## src/rtl/mem_copy_engine.sv

```systemverilog
// mem_copy_engine
// ---------------------------------------------------------------------------
// Bus-master block copier. It drives the single-port data-memory interface and
// moves `length` words from `src_addr` to `dst_addr`. Each word takes one read
// cycle followed by one write cycle, in ascending address order. A one-cycle
// `done` pulse marks the end of the transfer.
//
// Optional build macro: CPY_CHECKSUM_EN
//   When defined, the block gains a `checksum` output. It holds the sum,
//   modulo 2^DATA_W, of every word read during the last transfer.
//
// Ports
//   clk        system clock, all state updates on posedge
//   rst_n      asynchronous active-low reset
//   start      transfer request, only sampled in IDLE
//   src_addr   first source word address (captured on accepted start)
//   dst_addr   first destination word address (captured on accepted start)
//   length     number of words to copy (captured on accepted start)
//   busy       high while a read or write cycle is on the bus
//   done       one-cycle completion pulse
//   address    memory address
//   WriteData  memory write data
//   MemRead    memory read enable
//   MemWrite   memory write enable (memory commits on posedge)
//   ReadData   combinational read data from memory
//   checksum   (CPY_CHECKSUM_EN only) running sum of words read
// ---------------------------------------------------------------------------
module mem_copy_engine #(
    parameter int ADDR_W = 13,
    parameter int DATA_W = 16,
    parameter int LEN_W  = 13
) (
    input  logic              clk,
    input  logic              rst_n,
    input  logic              start,
    input  logic [ADDR_W-1:0] src_addr,
    input  logic [ADDR_W-1:0] dst_addr,
    input  logic [LEN_W-1:0]  length,
    output logic              busy,
    output logic              done,
    output logic [ADDR_W-1:0] address,
    output logic [DATA_W-1:0] WriteData,
    output logic              MemRead,
    output logic              MemWrite,
    input  logic [DATA_W-1:0] ReadData
`ifdef CPY_CHECKSUM_EN
    ,
    output logic [DATA_W-1:0] checksum
`endif
);

    typedef enum logic [1:0] {IDLE, READ, WRITE, DONE} state_t;

    state_t            state_reg, state_next;
    logic [ADDR_W-1:0] src_reg;
    logic [ADDR_W-1:0] dst_reg;
    logic [LEN_W-1:0]  len_reg;
    logic [LEN_W-1:0]  idx_reg;
    logic [DATA_W-1:0] buf_reg;
    // Outside the bus cycles the port shows the last address/data driven,
    // so those values are kept in hold registers.
    logic [ADDR_W-1:0] addr_hold_reg;
    logic [DATA_W-1:0] wdata_hold_reg;

    logic [ADDR_W-1:0] rd_addr;
    logic [ADDR_W-1:0] wr_addr;
    logic [LEN_W-1:0]  idx_next;
    logic              last_word;

    // Addresses wrap naturally through truncation to ADDR_W bits.
    assign rd_addr   = src_reg + ADDR_W'(idx_reg);
    assign wr_addr   = dst_reg + ADDR_W'(idx_reg);
    assign idx_next  = idx_reg + LEN_W'(1);
    assign last_word = (idx_next == len_reg);

    always_comb begin
        state_next = state_reg;
        busy       = 1'b0;
        done       = 1'b0;
        MemRead    = 1'b0;
        MemWrite   = 1'b0;
        address    = addr_hold_reg;
        WriteData  = wdata_hold_reg;
        case (state_reg)
            IDLE: begin
                if (start) begin
                    state_next = (length != '0) ? READ : DONE;
                end
            end
            READ: begin
                busy       = 1'b1;
                MemRead    = 1'b1;
                address    = rd_addr;
                state_next = WRITE;
            end
            WRITE: begin
                busy       = 1'b1;
                MemWrite   = 1'b1;
                address    = wr_addr;
                WriteData  = buf_reg;
                state_next = last_word ? DONE : READ;
            end
            DONE: begin
                done       = 1'b1;
                state_next = IDLE;
            end
            default: state_next = IDLE;
        endcase
    end

`ifdef CPY_CHECKSUM_EN
    logic [DATA_W-1:0] sum_reg;
    assign checksum = sum_reg;
`endif

    always_ff @(posedge clk or negedge rst_n) begin
        if (!rst_n) begin
            state_reg      <= IDLE;
            src_reg        <= '0;
            dst_reg        <= '0;
            len_reg        <= '0;
            idx_reg        <= '0;
            buf_reg        <= '0;
            addr_hold_reg  <= '0;
            wdata_hold_reg <= '0;
`ifdef CPY_CHECKSUM_EN
            sum_reg        <= '0;
`endif
        end else begin
            state_reg <= state_next;
            case (state_reg)
                IDLE: begin
                    if (start) begin
                        src_reg <= src_addr;
                        dst_reg <= dst_addr;
                        len_reg <= length;
                        idx_reg <= '0;
`ifdef CPY_CHECKSUM_EN
                        sum_reg <= '0;
`endif
                    end
                end
                READ: begin
                    buf_reg       <= ReadData;
                    addr_hold_reg <= rd_addr;
`ifdef CPY_CHECKSUM_EN
                    sum_reg       <= sum_reg + ReadData;
`endif
                end
                WRITE: begin
                    idx_reg        <= idx_next;
                    addr_hold_reg  <= wr_addr;
                    wdata_hold_reg <= buf_reg;
                end
                default: ;
            endcase
        end
    end

endmodule

```

## config.mk

```make
export PLATFORM = sky130hd
export DESIGN_NAME = mem_copy_engine
export DESIGN_NICKNAME = d
export VERILOG_FILES = /design/src/rtl/mem_copy_engine.sv
export SDC_FILE = /design/constraint.sdc
export NUM_CORES = 1
export LEC_CHECK = 0
export ABC_CLOCK_PERIOD_IN_PS = 6360
export BUFFER_PORTS_ARGS = -buffer_cell sky130_fd_sc_hd__buf_4
export CAP_MARGIN = 0
export CORE_UTILIZATION = 40
export DETAILED_ROUTE_END_ITERATION = 6
export SYNTH_ARGS = -nofsm -noshare
export SYNTH_HDL_FRONTEND = slang
export SYNTH_SLANG_ARGS = --single-unit
```

## constraint.sdc

```tcl
create_clock -name clk -period 6.36 [get_ports clk]
set_input_delay 0.954 -clock clk [delete_from_list [all_inputs] [get_ports clk]]
set_output_delay 0.954 -clock clk [all_outputs]
set_load 0.1 [all_outputs]
```

* Word level (Yosys, flattened, before mapping)
Cells that the tools add are included.
Storage, ports and cells: register bits after elaboration 99, latch bits 0, bits in writable memories 0, memory bits (read-only) 0, output and inout port bits 33, word-level logic and storage cells 34, memories 0
Operators by class: $add $sub $neg 3, multipliers 0, divide/modulo/power cells 0, magnitude comparators 0, eq/ne operators 5, shift-type cells 0, multiplexer cells 12, bitwise logic cells 0, reductions and logical operators 6
Operator list (count):
- 13-bit case mux with 2 select lines | 2
- 13-bit adder | 2
- 16-bit 2-to-1 mux | 1
- 13-bit by 1-bit adder with 13-bit output (second input constant) | 1
- 13-bit equality test | 1
- 13-bit 2-to-1 mux | 1
- 13-bit nonzero test | 1
- 2-bit case mux with 4 select lines | 1
- 2-bit 2-to-1 mux | 3
- 2-bit equality test (second input constant) | 2
- 1-bit 2-to-1 mux | 4
- 2-bit AND reduction | 2
- 2-bit by 1-bit equality test with 1-bit output (second input constant) | 1
- 2-bit logical NOT | 1
- 2-bit != test (second input constant) | 1
- 2-bit nonzero test | 1
- 2-bit OR reduction | 1

* Longest topological paths before layout
depth in word-level cells 4, gate-level depth with buffers 14, gate-level depth less buffers 12

* Worst setup path after synthesis
No wires, ideal clock.
path type register to output, start point register state_reg[0], end point output address[10], arrival time 7.019 ns, required time 5.406 ns, setup slack -1.613 ns, cell stages (with the launch flop) 14, buffers on the path 2, cell sequence dfrtp_1 > inv_1 > ha_1 > buf_2 > buf_1 > mux2_2 > ha_1 > inv_1 > fa_1 > nor2b_1 > o21ai_0 > a21boi_0 > o2111ai_1 > o311ai_0
On the way: word-level cells in the longest chain between the ends 2, elaborated cells between the ends (all ways) 3, those cells by class eq/ne: 2; mux: 1
RTL lines:
- start: declaration | line 54 | state_t state_reg, state_next;
- start signal: assignment | line 130 | state_reg <= state_next;
- 2-bit equality test / 2-bit by 1-bit equality test with 1-bit output (equally long branches) | line 84 | case (state_reg)
- 13-bit case mux with 2 select lines *
- end: declaration | line 41 | output logic [ADDR_W-1:0] address,
Every way passes the cells marked *; elsewhere a longest branch is shown, timed or not.

* Worst setup path in the final report
start point register state_reg[0], end point output address[12]
The elaborated chain is that of the path after synthesis.

==> impl_metrics.tcl <==
set metrics [dict create \
    status "complete, no violations" \
    core_area_um2 12200 \
    tritoncts "done" \
    path_delay_family "buffers and inverters" \
    ys_seq_elements 99 \
    period_share_pct 77.5 \
    whs_ns 0.490 \
    grt_use_total_pct 17.9 \
    ys_top_cells_by_count "99 x dfrtp_1, 89 x mux2_2, 28 x nand2_1" \
    cts_setup_buffers 0 \
    die_h_um 115 \
    syn-cell-area_um2 5110 \
    end_kind "output pin" \
    hold_path_class "reg -> reg" \
    grt_pass1_wl_um 18100 \
    wl_um 10800 \
    fin_crit_ns 4.93 \
    drtIter0Drc 123 \
    antenna_found_initial 0 \
    area_growth_pct 21.9 \
    yosysTopAreaCell "dfrtp_1" \
    clock_sinks 99 \
    tns_ns 0 \
    cpPeakStageDelay_ns 0.48 \
    synth.avg_cell_area_um2 11.5 \
    overflow 0 \
    clock_skew_ns 0.0103 \
    cts_made_buffers 9 \
    synth_top_cell_area_share_pct 48.4 \
    place_congestion 0.833 \
    synthCells 445 \
    ys.flop_type "dfrtp_1" \
    yosysMostFrequentCell "dfrtp_1" \
    drive_gt1_share_pct 38.6 \
    place_hpwl_um 8010 \
    hold_violations 0 \
    synth_nets 521 \
    n_antenna_cell 0 \
    worst_ep_arrival_time_ns 3.97 \
    clk_pin_slew_worst_paths_ns 0.07 \
    worstSetupStartpointType "register" \
    rows 40 \
    vias_per_cell 5.22 \
    worstSkewPairLatency_ns 0.36 \
    clk_path_buf_depth 2 \
    synth_edf_count 0 \
    first_pass_iters 4 \
    max_slew_margin_pct 43.0 \
    ys_seq_area_share_pct 48.4 \
    crit_fanout 30 \
    synthTopCellsByArea "dfrtp_1 48%, mux2_2 20%, ha_1 4.2%" \
    grt_start_max_net_pins 66 \
    port_buffers 90 \
    maxCapViolCount 0 \
    path_cells "inv_1 > ha_1 > buf_4 > mux2_2 > ha_1 > o21ai_0 > a21boi_0 > buf_4 > o21ai_0 > or3_1 > nand3_1 > buf_4" \
    yosys_warnings 0 \
    timing_worst_setup_path_type "reg -> out" \
    crit_slowest_cell "ha_1" \
    rsz0062_at_grt "no" \
    initial_core_util_pct 41.9 \
    setup_viol 0 \
    num_vias 3651 \
    hold_buffers 0 \
    dieArea_um2 13200 \
    tightestPinTransition_ns 0.855 \
    first_global_vias 3728 \
    cpMostUsedCell "buf_4" \
    clockRootBuffer "clkbuf_16" \
    critPathBufInv 4 \
    io_pins 91 \
    die_w_um 115 \
    post_cts_resized 0 \
    drtAntennaViolNets 0 \
    cp.required_ns 5.41 \
    synthArstFlopShare_pct 100 \
    slew_viol_final 0 \
    final_nets 602 \
    synthDistinctLibCells 51 \
    fmax_mhz 203 \
    wl_per_cell_um 15.5 \
    drc 0 \
    htreeDepth 3 \
]
==> layer usage <==
metal / global-route usage, % / vias to the layer above / share of wire [%] / wire [um]
met3: 7.22 / 12 / 7.5 / 810
met5: 0 / - / 0 / 0
li1: - / 1763 / - / -
met4: 3.64 / 0 / 0.90 / 98
met1: 21.3 / 1792 / 42 / 4520
met2: 30.6 / 84 / 50 / 5410
==> metrics by stage <==
stage	util, %	std cells	worst slack (ns)	cell area, um2
floorplan	-	445	0.232	5130
global placement	48.6	683	1.94	5930
detailed placement	48.6	683	1.78	5930
CTS	51.0	699	1.39	6230
global route	51.0	699	1.19	6230
finish	51.0	699	1.43	6230
==> worst min-delay path, delay by kind of cell, from the launching register on <==
family	cells	cell delay, ns
AO/OA/AOI/OAI	1	0.07
flip-flops	1	0.32
AND/OR/NAND/NOR	1	0.06
==> cell families (layout without fill, tap and decap cells) <==
| logic type | after synthesis | after routing | synth area share [%] |
|---|---|---|---|
| multiplexers | 93 | 93 | 20.4 |
| AND/OR/NAND/NOR | 100 | 100 | 10.0 |
| AO/OA/AOI/OAI | 74 | 74 | 9.35 |
| adder cells (fa/ha/maj) | 18 | 18 | 4.55 |
| XOR/XNOR | 24 | 24 | 4.11 |
| flip-flops | 99 | 99 | 48.4 |
| buffers and inverters | 37 | 123 | 3.13 |
==> final timing paths <==
check | startpoint | end | slack, ns | cells past startpoint
max | state_reg[0] | address[12] | 1.43 | 12
min | addr_hold_reg[6] | addr_hold_reg[6] | 0.49 | 2
max reg2reg | state_reg[0] | addr_hold_reg[8] | 2.96 | 11
min reg2reg | addr_hold_reg[6] | addr_hold_reg[6] | 0.49 | 2
max in group asynchronous | rst_n | addr_hold_reg[12] | 4.66 | 2
min in group asynchronous | rst_n | len_reg[5] | 0.53 | 1
==> layout make-up <==
class / count / area, um2
Fill cell: 1152 / 5980
Multi-Input combinational cell: 309 / 2490
Sequential cell: 99 / 2480
Timing Repair Buffer: 95 / 713
Clock buffer: 10 / 229
Tap cell: 168 / 210
Clock inverter: 6 / 70.1
Inverter: 12 / 45.0
==> placed cells by master, fill, tap and decap left out, types with 3 or more instances in the layout <==
master / count
nor3_1: 13
nand2b_1: 6
or3_1: 4
o21a_1: 4
o21ai_0: 21
ha_1: 17
a21o_1: 5
nand2_1: 28
inv_1: 12
mux2_2: 89
xnor2_1: 18
inv_6: 3
buf_4: 95
nor2_1: 15
and4_1: 4
nor2b_1: 4
nor4_1: 3
clkbuf_16: 9
mux2i_1: 4
nand3_1: 7
a22o_1: 4
nor3b_1: 3
nand4_1: 6
a21oi_1: 20
dfrtp_1: 99
xor2_1: 6
Power is left out: the tool's default activity adds up to more than one toggle a clock period on the data nets, which glitch-free logic cannot reach.
